--- src/rtl/fetch_pkg.sv ---
// rtl/fetch_pkg.sv - shared types and constants for the instruction fetch buffer
//
// Contents:
//   FETCH_PC_WIDTH / FETCH_INSTR_WIDTH - default field widths
//   NOP_INSTR                          - addi x0,x0,0, decode substitutes it when out_valid=0
//   fetch_entry_t                      - one buffered {pc, pc_plus, instr} triple
//   make_entry()                       - builds a fetch_entry_t from its three fields
package fetch_pkg;

  localparam int FETCH_PC_WIDTH    = 32;
  localparam int FETCH_INSTR_WIDTH = 32;

  localparam logic [FETCH_INSTR_WIDTH-1:0] NOP_INSTR = 32'h0000_0013;

  typedef struct packed {
    logic [FETCH_PC_WIDTH-1:0]    pc;
    logic [FETCH_PC_WIDTH-1:0]    pc_plus;
    logic [FETCH_INSTR_WIDTH-1:0] instr;
  } fetch_entry_t;

  function automatic fetch_entry_t make_entry(
    input logic [FETCH_PC_WIDTH-1:0]    pc,
    input logic [FETCH_PC_WIDTH-1:0]    pc_plus,
    input logic [FETCH_INSTR_WIDTH-1:0] instr
  );
    fetch_entry_t e;
    e.pc      = pc;
    e.pc_plus = pc_plus;
    e.instr   = instr;
    return e;
  endfunction

endpackage

--- src/rtl/fetch_buffer_ram.sv ---
// rtl/fetch_buffer_ram.sv - DEPTH x WIDTH register array, one write port, one async read port
//
// Ports:
//   clk       in   clock, write on rising edge
//   i_wr_en   in   write enable
//   i_wr_addr in   write address
//   i_wr_data in   write data
//   i_rd_addr in   read address
//   o_rd_data out  read data, combinational from i_rd_addr
//
// Contents are deliberately not reset; the owner tracks validity with its own count.
module fetch_buffer_ram #(
  parameter int WIDTH  = 96,
  parameter int DEPTH  = 4,
  parameter int ADDR_W = $clog2(DEPTH)
) (
  input  logic              clk,
  input  logic              i_wr_en,
  input  logic [ADDR_W-1:0] i_wr_addr,
  input  logic [WIDTH-1:0]  i_wr_data,
  input  logic [ADDR_W-1:0] i_rd_addr,
  output logic [WIDTH-1:0]  o_rd_data
);

  logic [WIDTH-1:0] r_mem [DEPTH];

  always_ff @(posedge clk) begin
    if (i_wr_en) begin
      r_mem[i_wr_addr] <= i_wr_data;
    end
  end

  assign o_rd_data = r_mem[i_rd_addr];

endmodule

--- src/rtl/fetch_buffer.sv ---
// rtl/fetch_buffer.sv - in-order FIFO of fetched {PC, PC+4, instr} triples feeding decode
//
// Ports:
//   clk          in   clock
//   rst          in   asynchronous active-low reset
//   flush        in   discard all entries at the next edge (redirect)
//   in_valid     in   fetch side presents an entry
//   in_ready     out  buffer has room (from registered count only)
//   in_PC        in   PC of fetched instruction
//   in_PC_Plus   in   PC+4 of fetched instruction
//   in_Instr     in   fetched instruction word
//   out_valid    out  head entry valid
//   out_ready    in   decode takes the head entry
//   out_PC       out  head PC (0 when empty)
//   out_PC_Plus  out  head PC+4 (0 when empty)
//   out_Instr    out  head instruction (0 when empty)
//   count        out  current occupancy
module fetch_buffer
  import fetch_pkg::*;
#(
  parameter int PC_WIDTH    = FETCH_PC_WIDTH,
  parameter int INSTR_WIDTH = FETCH_INSTR_WIDTH,
  parameter int DEPTH       = 4
) (
  input  logic                       clk,
  input  logic                       rst,
  input  logic                       flush,
  input  logic                       in_valid,
  output logic                       in_ready,
  input  logic [PC_WIDTH-1:0]        in_PC,
  input  logic [PC_WIDTH-1:0]        in_PC_Plus,
  input  logic [INSTR_WIDTH-1:0]     in_Instr,
  output logic                       out_valid,
  input  logic                       out_ready,
  output logic [PC_WIDTH-1:0]        out_PC,
  output logic [PC_WIDTH-1:0]        out_PC_Plus,
  output logic [INSTR_WIDTH-1:0]     out_Instr,
  output logic [$clog2(DEPTH):0]     count
);

  localparam int PTR_W   = $clog2(DEPTH);
  localparam int CNT_W   = PTR_W + 1;
  localparam int ENTRY_W = 2 * PC_WIDTH + INSTR_WIDTH;

  logic [PTR_W-1:0]   r_wr_ptr;
  logic [PTR_W-1:0]   r_rd_ptr;
  logic [CNT_W-1:0]   r_count;

  logic               w_push;
  logic               w_pop;
  logic [ENTRY_W-1:0] w_wr_data;
  logic [ENTRY_W-1:0] w_rd_data;

  // Both handshakes depend only on the registered count, so out_ready never
  // reaches in_ready: a full buffer refuses a push even while it is popping.
  assign in_ready  = (r_count != CNT_W'(DEPTH));
  assign out_valid = (r_count != '0);

  assign w_push = in_valid && in_ready;
  assign w_pop  = out_valid && out_ready;

  assign w_wr_data = {in_PC, in_PC_Plus, in_Instr};

  fetch_buffer_ram #(
    .WIDTH  (ENTRY_W),
    .DEPTH  (DEPTH),
    .ADDR_W (PTR_W)
  ) u_ram (
    .clk       (clk),
    .i_wr_en   (w_push && !flush),
    .i_wr_addr (r_wr_ptr),
    .i_wr_data (w_wr_data),
    .i_rd_addr (r_rd_ptr),
    .o_rd_data (w_rd_data)
  );

  // Flush outranks push and pop; pointers wrap naturally at DEPTH (power of two).
  always_ff @(posedge clk or negedge rst) begin
    if (!rst) begin
      r_wr_ptr <= '0;
      r_rd_ptr <= '0;
      r_count  <= '0;
    end else if (flush) begin
      r_wr_ptr <= '0;
      r_rd_ptr <= '0;
      r_count  <= '0;
    end else begin
      if (w_push) begin
        r_wr_ptr <= r_wr_ptr + PTR_W'(1);
      end
      if (w_pop) begin
        r_rd_ptr <= r_rd_ptr + PTR_W'(1);
      end
      case ({w_push, w_pop})
        2'b10:   r_count <= r_count + CNT_W'(1);
        2'b01:   r_count <= r_count - CNT_W'(1);
        default: r_count <= r_count;
      endcase
    end
  end

  // Decode never sees stale or X data: fields are forced to zero when empty.
  always_comb begin
    out_PC      = '0;
    out_PC_Plus = '0;
    out_Instr   = '0;
    if (out_valid) begin
      out_PC      = w_rd_data[ENTRY_W-1 -: PC_WIDTH];
      out_PC_Plus = w_rd_data[INSTR_WIDTH +: PC_WIDTH];
      out_Instr   = w_rd_data[INSTR_WIDTH-1:0];
    end
  end

  assign count = r_count;

endmodule

--- config.mk ---
export PLATFORM = sky130hd
export DESIGN_NAME = fetch_buffer
export DESIGN_NICKNAME = d
export VERILOG_FILES = /design/src/rtl/fetch_pkg.sv /design/src/rtl/fetch_buffer_ram.sv /design/src/rtl/fetch_buffer.sv
export SDC_FILE = /design/constraint.sdc
export NUM_CORES = 1
export LEC_CHECK = 0
export BUFFER_PORTS_ARGS = -buffer_cell sky130_fd_sc_hd__buf_2
export CORE_MARGIN = 4
export CORE_UTILIZATION = 57
export CTS_CLUSTER_SIZE = 20
export DETAILED_ROUTE_END_ITERATION = 6
export GPL_ROUTABILITY_DRIVEN = 1
export PLACE_DENSITY_LB_ADDON = 0.12
export RECOVER_POWER = 25
export SLEW_MARGIN = 20
export SYNTH_ARGS = -nofsm -noshare
export SYNTH_HDL_FRONTEND = slang
export SYNTH_SLANG_ARGS = --single-unit
--- constraint.sdc ---
create_clock -name clk -period 4.3 [get_ports clk]
set_input_delay 0.215 -clock clk [delete_from_list [all_inputs] [get_ports clk]]
set_output_delay 0.215 -clock clk [all_outputs]
set_load 0.01 [all_outputs]
==> key figures, run 1 <==
Drt
  • DRC violations left: 0
  • DR vias: 7479
  • DR vias/cell: 5.54
  • Post-route ant nets: 0
  • Final wirelength: 28500 µm
  • First-pass DRT Iterations: 5
  • Wirelength per Cell: 21.1 µm
  • DR iter-0 viols: 503

Timing
  • RSZ-0062 raised after global routing: false
  • Worst setup margin: 1.36 ns
  • Final Hold Fails: 0
  • Layout Skew: 0.0243 ns
  • Setup TNS: 0 ns
  • Period utilization: 68.3%
  • Slew @ Worst Pin: 0.987 ns
  • Final-report setup violation count: 0
  • Fin crit period: 2.94 ns
  • Slew HR: 34.2%
  • Max Clk Rate: 0.340 GHz
  • Final Slew Violations: 0

Logic synthesis
  • Register area share after synthesis: 77.9%
  • Most frequent cells after synthesis: 384 x edfxtp_1, 100 x and2_1, 96 x mux4_2, 16 x clkbuf_1, 14 x buf_2
  • Asr flop ratio synth: 1.79%
  • Number of enable flip-flop cells after synthesis: 384
  • Most frequent cell after synthesis: edfxtp_1
  • Top cell type's share of synthesized area: 76.7%
  • Syn Inst Count: 674
  • Synthesized cell area: 15000 µm²
  • Commonest register cell after synthesis: edfxtp_1
  • Distinct cells, synth: 32
  • Leading area contributor after synthesis: edfxtp_1
  • Area contributors post-synth: edfxtp_1 77%, mux4_2 14%, and2_1 4.2%, dfrtp_1 1.2%, buf_2 0.47%
  • Synth Net Count: 780
  • Synth Register Bits: 391
  • Yosys warns: 0
  • Syn_area_per_cell: 22.3 µm²

Global route
  • Most crowded layer after global routing: met2
  • Global-route wire length before repair: 44900 µm
  • Met2 Track Usage GR: 35.5%
  • GR Overflow Total: 0
  • GR Util met1: 25.5%
  • Initial antenna violation count: 1
  • GRT Resource Usage Total: 20.0%
  • Largest net degree at the start of global routing: 100
  • Vias in the first global route: 8351
  • Routing usage on met3: 4.02%

Pwr
  • Combinational Power Share: 14.6%
  • Psw: 0.00203 W
  • PD cells: 476 nW/µm²
  • Peak supply drop: 0.340 mV
  • P_int: 0.00678 W
  • Clock power share: 35.3%
  • Lkg Pwr: 6.29 nW
  • Overall power: 0.00881 W
  • Sw Ratio: 23.0%
  • Reg power frac: 50.1%

Die
  • Die Y: 170 µm
  • Initial core utilization: 57.8%
  • Core area: 26000 µm²
  • # rows: 59
  • I/O pin cnt: 202
  • DIE WIDTH: 170 µm
  • DIE AREA: 29000 µm²

Layout
  • P&R area growth vs syn: 23.1%
  • Final core utilization: 71.2%
  • Final Instance Area: 18500 µm²
  • Final net count: 1092
  • Layout cells sized above 1: 30.4%

Placed design
  • HPWL after DPL: 15800 µm
  • Routability cong.: 0.807
  • PortBufs: 201
  • Placed cell area: 16400 µm²
  • Setup WS pre-CTS: 1.71 ns

Worst setup path
  • Crit path cell chain: buf_12 > mux4_2 > and2_1 > buf_2
  • Critical Path Slowest Stage Cell: dfrtp_4
  • Critical Path RT: 4.09 ns
  • FF-to-FF setup slack: 1.68 ns
  • Worst EP arrival: 2.72 ns
  • WS Path Type: flip-flop to output port
  • Setup crit start kind: flip-flop
  • Max FO, Critical Path: 51
  • Critical Path End Type: output port
  • CP peak stage delay: 0.82 ns

CTS
  • # H-tree levels: 2
  • # clock sinks: 391
  • CTS max path bufs: 3
  • Skew-Pair Late Insertion Delay: 0.52 ns
  • Num CTS Buffers: 39
  • Postcts setup bufs: 0
  • Post-cts repair resize count: 0
  • Root Buffer: clkbuf_16
  • Hold Buf Count CTS: 98
  • CTS clk-pin slew, worst paths: 0.06 ns
  • CTS tree: yes

Run
  • Max_cap viols: 0

Run status
  • Status: completed

Min path
  • Hold Crit Class: input port to flip-flop
[through the flow]
stage	hold WS (ns)	cells
final	0.0892	1349
after CTS	0.0363	1348
after global routing	0.110	1349
after detailed placement	0.0605	1182
after floorplan	-0.0806	674
after global placement	0.0481	1182
[cells by family (layout without fill, tap and decap cells)]
family | after synthesis | count (layout) | share of synthesized area [%]
xor+xnor | 5 | 5 | 0.291
buf+inv | 39 | 378 | 1.42
compound gates | 11 | 11 | 0.450
simple gates | 127 | 127 | 5.11
fa+ha+maj | 5 | 5 | 0.466
mux | 96 | 96 | 14.4
flops | 391 | 391 | 77.9
other cells | 0 | 1 | 0
[worst paths after layout]
path                       depth (start not counted)                     from                 endpoint
max in group asynchronous                          2                      rst  r_rd_ptr[1]$_DFFE_PN0P_
hold reg to reg                                    2  r_wr_ptr[1]$_DFFE_PN0P_  r_wr_ptr[1]$_DFFE_PN0P_
hold / removal                                     2                out_ready     count[0]$_DFFE_PN0P_
setup / recovery                                   4  r_rd_ptr[0]$_DFFE_PN0P_                out_PC[0]
setup reg to reg                                   6     count[0]$_DFFE_PN0P_     count[2]$_DFFE_PN0P_
min in group asynchronous                          2                      rst  r_wr_ptr[0]$_DFFE_PN0P_
[layer usage]
metal,vias up,wire [µm]
li1,3372,-
met1,3845,11100
met2,217,15100
met3,45,1660
met4,0,586
met5,-,0
[sequential cells by signal, indices dropped and copies added, names as in the netlist]
name and cells:
u_ram.r_mem 384, count 3, r_rd_ptr 2, r_wr_ptr 2
[placed cells by master (no fill, tap or decap), drive strengths merged, types with 3 or more instances in the layout]
cell type,count
edfxtp,384
nand2,5
a21oi,4
dlygate4sd3,98
xor2,3
nor2,7
mux4,96
clkinv,13
and2,100
nand3,5
ha,4
buf,152
dfrtp,7
inv,3
clkbuf,110
[power groups by stage]
stage | logic, W | registers (W) | clock network (W)
floorplan | 0.000831 | 0.00446 | 0
global placement | 0.00122 | 0.00449 | 0
detailed placement | 0.00124 | 0.00450 | 0
CTS | 0.00132 | 0.00442 | 0.00319
global route | 0.00140 | 0.00443 | 0.00334
finish | 0.00128 | 0.00442 | 0.00311
[cell type report]
type                            instances  area (µm²)
Inverter                                3        11.3
Antenna cell                            1        2.50
Timing Repair Buffer                  307        2050
Fill cell                            1619        7480
Multi-Input combinational cell        244        3120
Tap cell                              335         419
Clock buffer                           53        1070
Sequential cell                       391       11700
Clock inverter                         15         114
[critical path: cells and delay by family (launching register included)]
family	cells	cell delay, ns
mux	1	0.55
flops	1	0.82
buf+inv	2	0.59
simple gates	1	0.19
No activity file was read; power rests on OpenSTA's default activity.
==> run 2: changes to the inputs <==
--- a/config.mk
+++ b/config.mk
@@ -7,7 +7,7 @@
 export LEC_CHECK = 0
 export BUFFER_PORTS_ARGS = -buffer_cell sky130_fd_sc_hd__buf_2
 export CORE_MARGIN = 4
-export CORE_UTILIZATION = 57
+export CORE_UTILIZATION = 52
 export CTS_CLUSTER_SIZE = 20
 export DETAILED_ROUTE_END_ITERATION = 6
 export GPL_ROUTABILITY_DRIVEN = 1
==> constraint.sdc (replaced) <==
create_clock -name clk -period 2.6 [get_ports clk]
set_input_delay 0.13 -clock clk [delete_from_list [all_inputs] [get_ports clk]]
set_output_delay 0.13 -clock clk [all_outputs]
set_load 0.01 [all_outputs]
==> run 2 against run 1 <==
Net effect: global-route usage fell by 1.0 points; power up 67%; hold slack improved by 0.29 ns; clock skew shrank 0.0062 ns; combinational power is 77% higher; first-iteration DRC count is 13% lower; via count rose by 0.84%; final cell count rose by 4.2%; routed wire length is 4.2% higher; critical endpoint is now out_PC[17].
==> key figures, run 2 (synthesized netlist as in run 1, its figures left out) <==
Run status
  • Status: completed

Global route
  • Vias in the first global route: 8304 (-0.56%)
  • Global-route wire length before repair: 46100 µm (+2.7%)
  • GR Overflow Total: 0 (unchanged)
  • Largest net degree at the start of global routing: 100 (unchanged)
  • GRT Resource Usage Total: 19.0% (-1.0 points)
  • Initial antenna violation count: 1 (unchanged)

CTS
  • # clock sinks: 391 (unchanged)
  • CTS max path bufs: 3 (unchanged)
  • Skew-Pair Late Insertion Delay: 0.52 ns (about the same)
  • Num CTS Buffers: 40 (+2.6%)
  • Root Buffer: clkbuf_16
  • CTS tree: yes
  • CTS clk-pin slew, worst paths: 0.06 ns (about the same)
  • # H-tree levels: 2 (unchanged)

Drt
  • DRC violations left: 0 (unchanged)
  • First-pass DRT Iterations: 5 (unchanged)
  • DR vias/cell: 5.36 (-3.2%)
  • Post-route ant nets: 0 (unchanged)
  • Wirelength per Cell: 21.1 µm (about the same)
  • Final wirelength: 29700 µm (+4.2%)
  • DR vias: 7542 (+0.84%)
  • DR iter-0 viols: 438 (-13%)

Timing
  • Period utilization: 92.7%
  • Final Hold Fails: 0 (unchanged)
  • Final Slew Violations: 0 (unchanged)
  • Fin crit period: 2.41 ns
  • Worst setup margin: 0.189 ns (-1.17 ns)
  • Min Hold Slack: 0.383 ns (+0.294 ns)
  • Final-report setup violation count: 0 (unchanged)
  • Max Clk Rate: 0.415 GHz
  • Slew @ Worst Pin: 0.728 ns (-0.259 ns)
  • Layout Skew: 0.0181 ns (-0.00618 ns)
  • RSZ-0062 raised after global routing: false
  • Slew HR: 51.5% (+17 points)

Pwr
  • Sw Ratio: 23.0% (about the same)
  • Combinational Power Share: 15.5% (+0.9 points)
  • P_int: 0.0113 W (+67%)
  • Lkg Pwr: 6.38 nW (+1.4%)
  • PD cells: 784 nW/µm² (+65%)
  • Psw: 0.00339 W (+67%)
  • Peak supply drop: 0.623 mV (+83%)
  • Clock power share: 35.4% (about the same)
  • Reg power frac: 49.2% (-0.9 points)

Placed design
  • Setup WS pre-CTS: 0.220 ns (-1.49 ns)
  • PortBufs: 201 (unchanged)
  • Routability cong.: 0.761 (-5.6%)
  • Placed cell area: 16700 µm² (+1.5%)
  • HPWL after DPL: 17500 µm (+11%)

Layout
  • Most common cell after layout, fill and taps aside: edfxtp_1
  • Final core utilization: 66.6% (-4.6 points)
  • Commonest non-fill, non-tap cells in the layout: 384 x edfxtp_1, 142 x buf_2, 101 x dlygate4sd3_1
  • Final Instance Area: 18800 µm² (+1.4%)
  • Largest register FFs: 384 (unchanged)
  • P&R area growth vs syn: 24.9%
  • Final net count: 1110 (+1.6%)
  • Biggest register: u_ram.r_mem
  • Layout cells sized above 1: 30.9% (+0.46 points)
  • Fillers: 1887 (+17%)

Die
  • Die Y: 178 µm (+4.5%)
  • DIE WIDTH: 178 µm (+4.5%)
  • Core area: 28200 µm² (+8.4%)
  • DIE AREA: 31700 µm² (+9.2%)
  • # rows: 61 (+3.4%)
  • Initial core utilization: 53.4% (-4.5 points)
  • I/O pin cnt: 202 (unchanged)

Run
  • Max_cap viols: 0 (unchanged)

Worst setup path
  • Worst R2R End: count[2]$_DFFE_PN0P_
  • FF-to-FF setup slack: 0.20 ns (-1.48 ns)
  • Max FO, Critical Path: 53 (+3.9%)
  • RR Startpoint: count[0]$_DFFE_PN0P_
  • Critical Path Slowest Stage Cell: mux4_2
  • Worst EP arrival: 2.28 ns (-0.44 ns)
  • WS Path Type: flip-flop to output port
  • Critical Path End Type: output port
  • CP peak stage delay: 0.56 ns (-0.26 ns)
  • Setup crit start kind: flip-flop
  • Critical Path RT: 2.47 ns (-1.62 ns)
  • Register-to-Register Path Depth: 6 (unchanged)
  • Crit path cell chain: buf_12 > mux4_2 > and2_1 > buf_2

Min path
  • Hold Crit Endpoint: u_ram.r_mem[3][68]$_DFFE_PP_
  • Critical hold path startpoint: in_PC[4]
  • Hold path cells: 2 (unchanged)
  • Hold Crit Class: input port to flip-flop
run 2: routing by layer:
layer / global-route usage, % / up-vias / wire length [µm]
li1: - / 3396 / -
met3: 4.05 / 53 / 1940
met4: 4.58 / 0 / 547
met2: 32.7 / 227 / 15100
met5: 0 / - / 0
met1: 25.1 / 3866 / 12100
run 2: repair_timing:
action | CTS | global route
setup endpoints to repair | 0 | 1
gates resized for setup | 0 | 1
hold buffers | 101 | 0
hold endpoints to repair | 398 | 0
setup buffers | 0 | 0
run 2: how the worst max path moves through the flow:
stage	start	end	slack (ns)
3_5_place_dp	count[0]$_DFFE_PN0P_	count[2]$_DFFE_PN0P_	0.22
6_report	r_rd_ptr[0]$_DFFE_PN0P_	out_PC[17]	0.19
2_1_floorplan	count[1]$_DFFE_PN0P_	u_ram.r_mem[0][0]$_DFFE_PP_	-0.008
3_3_place_gp	count[0]$_DFFE_PN0P_	count[2]$_DFFE_PN0P_	0.30
5_1_grt	r_rd_ptr[0]$_DFFE_PN0P_	out_PC_Plus[18]	0.06
4_1_cts	count[0]$_DFFE_PN0P_	out_PC[17]	0.09
run 2: worst max-delay path: cells and delay by family, from the launching register on:
family | cells | cell delay, ns
buffers and inverters | 2 | 0.54
AND/OR/NAND/NOR | 1 | 0.20
flip-flops | 1 | 0.44
multiplexers | 1 | 0.56
run 2: final cells by class:
type	instances	area [µm²]	share of cell area, %
Clock buffer	50	1060	5.65
Inverter	3	11.3	0.0600
Clock inverter	15	114	0.607
Tap cell	378	473	2.52
Multi-Input combinational cell	244	3130	16.7
Timing Repair Buffer	324	2260	12.1
Antenna cell	1	2.50	0.0133
Sequential cell	391	11700	62.4
run 2: power groups by stage:
| stage | combinational [W] | clock, W | sequential, W |
|---|---|---|---|
| 2_1_floorplan | 0.00139 | 0 | 0.00736 |
| 3_3_place_gp | 0.00216 | 0 | 0.00736 |
| 3_5_place_dp | 0.00221 | 0 | 0.00737 |
| 4_1_cts | 0.00234 | 0.00534 | 0.00724 |
| 5_1_grt | 0.00249 | 0.00562 | 0.00725 |
| 6_report | 0.00227 | 0.00521 | 0.00724 |
run 2: through the flow:
stage                     std cells  power (W)  TNS [ns]
after detailed placement       1239    0.00958         0
after CTS                      1405     0.0149         0
after global placement         1239    0.00952         0
final                          1406     0.0147         0
after floorplan                 674    0.00874     -3.03
after global routing           1405     0.0154         0
==> run 3: changes to the inputs <==
--- a/config.mk
+++ b/config.mk
@@ -6,8 +6,9 @@
 export NUM_CORES = 1
 export LEC_CHECK = 0
 export BUFFER_PORTS_ARGS = -buffer_cell sky130_fd_sc_hd__buf_2
-export CORE_MARGIN = 4
-export CORE_UTILIZATION = 52
+export CELL_PAD_IN_SITES_DETAIL_PLACEMENT = 1
+export CELL_PAD_IN_SITES_GLOBAL_PLACEMENT = 1
+export CORE_UTILIZATION = 45
 export CTS_CLUSTER_SIZE = 20
 export DETAILED_ROUTE_END_ITERATION = 6
 export GPL_ROUTABILITY_DRIVEN = 1
==> run 3 against run 2 <==
Net effect: global-route usage up 0.10 points; critical path depth up 2; power up 4.0%; hold slack worse by 0.36 ns; register-to-register slack worse by 0.12 ns; sequential share of layout area down 0.68 points; maximum frequency down 4.3%; flip-flop and latch count unchanged; cell area up 1.1%; final cell count up 5.1%; count of clock-buffer cells in the layout up 6; routed wire length up 6.4%; critical endpoint is now count[2]$_DFFE_PN0P_; highest routed layer unchanged.
==> key figures, run 3 (synthesized netlist as in run 1, its figures left out) <==
Timing
  • Slew HR: 51.5% (about the same)
  • Final-report setup violation count: 0 (unchanged)
  • Slew @ Worst Pin: 0.727 ns (-0.000555 ns)
  • Period utilization: 96.9% (+4.2 points)
  • RSZ-0062 raised after global routing: false
  • Fin crit period: 2.52 ns (+0.109 ns)
  • Final Hold Fails: 0 (unchanged)
  • Final Slew Violations: 0 (unchanged)
  • Max Clk Rate: 0.397 GHz (-4.3%)
  • Worst setup margin: 0.0799 ns (-0.109 ns)
  • Layout Skew: 0.0127 ns (-0.00537 ns)

Global route
  • GRT Resource Usage Total: 19.1% (+0.10 points)
  • Initial antenna violation count: 3 (+2)
  • GR Util met1: 24.0% (-1.1 points)
  • GR Overflow Total: 0 (unchanged)
  • Global-route wire length before repair: 48600 µm (+5.4%)
  • Most crowded layer after global routing: met2
  • Met2 Track Usage GR: 33.8% (+1.1 points)
  • Largest net degree at the start of global routing: 100 (unchanged)
  • Vias in the first global route: 8523 (+2.6%)
  • Routing usage on met3: 3.83% (-0.22 points)

Worst setup path
  • Critical Path RT: 3.04 ns (+0.57 ns)
  • Max FO, Critical Path: 9 (-83%)
  • Setup crit start kind: flip-flop
  • Critical Path Slowest Stage Cell: or3_2
  • RR Startpoint: count[2]$_DFFE_PN0P_
  • CP peak stage delay: 0.53 ns (-0.03 ns)
  • Critical Path Sink: count[2]$_DFFE_PN0P_
  • Worst EP arrival: 2.96 ns (+0.68 ns)
  • Worst R2R End: count[2]$_DFFE_PN0P_
  • FF-to-FF setup slack: 0.08 ns (-0.12 ns)
  • Register-to-Register Path Depth: 6 (unchanged)
  • Origin of the worst setup path: count[2]$_DFFE_PN0P_
  • WS Path Type: flip-flop to flip-flop
  • Critical Path End Type: flip-flop
  • Crit path cell chain: or3_2 > and3_4 > fa_2 > or4b_1 > a21o_1 > a31oi_1

CTS
  • # clock sinks: 391 (unchanged)
  • # H-tree levels: 2 (unchanged)
  • CTS tree: yes
  • CTS clk-pin slew, worst paths: 0.06 ns (about the same)
  • Num CTS Buffers: 41 (+2.5%)
  • Skew-Pair Late Insertion Delay: 0.52 ns (about the same)
  • Root Buffer: clkbuf_16
  • CTS max path bufs: 3 (unchanged)

Layout
  • Layout Cells excl Fill: 1478 (+5.1%)
  • P&R area growth vs syn: 26.2%
  • Most common cell after layout, fill and taps aside: edfxtp_1
  • Biggest register: u_ram.r_mem
  • Final core utilization: 58.0% (-8.6 points)
  • Final Instance Area: 19000 µm² (+1.1%)
  • Fillers: 2928 (+55%)
  • Commonest non-fill, non-tap cells in the layout: 384 x edfxtp_1, 144 x buf_2, 100 x dlygate4sd3_1
  • Final net count: 1106 (-0.36%)
  • Layout cells sized above 1: 31.1% (+0.21 points)
  • Largest register FFs: 384 (unchanged)

Placed design
  • Setup WS pre-CTS: 0.104 ns (-0.116 ns)
  • Placed cell area: 16700 µm² (+0.23%)
  • PortBufs: 201 (unchanged)
  • Routability cong.: 0.730 (-4.2%)
  • Placed Cells incl. Taps: 1299 (+4.8%)
  • HPWL after DPL: 18000 µm (+2.4%)

Pwr
  • Clock power share: 37.8% (+2.4 points)
  • Lkg Pwr: 6.43 nW (+0.83%)
  • PD cells: 807 nW/µm² (+2.9%)
  • Combinational Power Share: 14.9% (-0.6 points)
  • Reg power frac: 47.3% (-1.9 points)
  • Sw Ratio: 23.0% (-0.057 points)
  • Peak supply drop: 0.525 mV (-16%)
  • Psw: 0.00352 W (+3.8%)
  • Overall power: 0.0153 W (+4.0%)
  • P_int: 0.0118 W (+4.1%)

Die
  • DIE WIDTH: 185 µm (+3.8%)
  • Initial core utilization: 46.0% (-7.4 points)
  • DIE AREA: 34100 µm² (+7.7%)
  • Die Y: 185 µm (+3.8%)
  • # rows: 66 (+8.2%)
  • Core area: 32700 µm² (+16%)
  • I/O pin cnt: 202 (unchanged)

Drt
  • Final wirelength: 31600 µm (+6.4%)
  • DR vias: 7597 (+0.73%)
  • First-pass DRT Iterations: 4 (-1)
  • DR iter-0 viols: 442 (+0.91%)
  • DRC violations left: 0 (unchanged)
  • DR vias/cell: 5.14 (-4.2%)
  • Post-route ant nets: 0 (unchanged)
  • Wirelength per Cell: 21.4 µm (+1.2%)

Min path
  • Critical hold path startpoint: out_ready
  • Hold Crit Class: input port to flip-flop

Run
  • Max_cap viols: 0 (unchanged)

Run status
  • Status: completed
## run 3: cell types whose count changed in the layout (fill, tap and decap cells not counted)
cell	previous run	this run
buf_4	9	6
buf_12	12	11
clkinv_1	9	10
clkinv_2	4	3
bufinv_16	2	5
diode_2	1	3
buf_2	142	144
clkbuf_16	41	43
clkinvlp_4	0	1
dlygate4sd3_1	101	100
clkbuf_1	68	70
inv_6	0	1
## run 3: cell type report
class                   count  area (µm²)  area share [%]
clock buffers              56        1120            5.93
well taps                 442         553            2.91
diodes                      3        7.51          0.0396
inverters                   3        11.3          0.0594
multi-input cells         244        3130            16.5
flip-flops and latches    391       11700            61.7
repair buffers            319        2210            11.7
clock inverters            20         219            1.15
## run 3: layer usage
metal	vias up	part of all wire (%)
met5	-	0
met4	0	1.8
met3	44	5.3
met2	203	52
met1	3940	41
li1	3410	-
## run 3: power by group through the flow
stage	clock (W)	combinational [W]	sequential, W
after global placement	0	0.00217	0.00735
after floorplan	0	0.00139	0.00736
after detailed placement	0	0.00223	0.00737
final	0.00579	0.00229	0.00724
after global routing	0.00616	0.00250	0.00725
after CTS	0.00594	0.00236	0.00724
## run 3: worst min-delay path by stage
stage,endpoint,slack [ns],depth (start not counted)
4_1_cts,count[0]$_DFFE_PN0P_,0.006,2
2_1_floorplan,count[0]$_DFFE_PN0P_,-0.17,0
6_report,count[0]$_DFFE_PN0P_,0.03,3
3_5_place_dp,r_wr_ptr[0]$_DFFE_PN0P_,-0.02,1
5_1_grt,count[0]$_DFFE_PN0P_,0.03,3
3_3_place_gp,count[2]$_DFFE_PN0P_,-0.02,1
## run 3: critical path, delay by kind of cell (launching register included)
kind / cells / cell delay, ns
flops: 1 / 0.47
simple gates: 3 / 1.26
fa+ha+maj: 1 / 0.41
compound gates: 2 / 0.30
## run 3: repair_timing
item / CTS / global route
endpoints found under the hold margin: 398 / 0
resized for setup: 1 / 0
setup buffers: 0 / 0
endpoints found under the setup margin: 94 / 0
hold buffers: 100 / 0
## run 3: through the flow
step / setup TNS (ns) / hold WS, ns
floorplan: -3.03 / -0.166
global placement: 0 / -0.0243
detailed placement: 0 / -0.0185
CTS: 0 / 0.00585
global route: 0 / 0.0276
finish: 0 / 0.0255
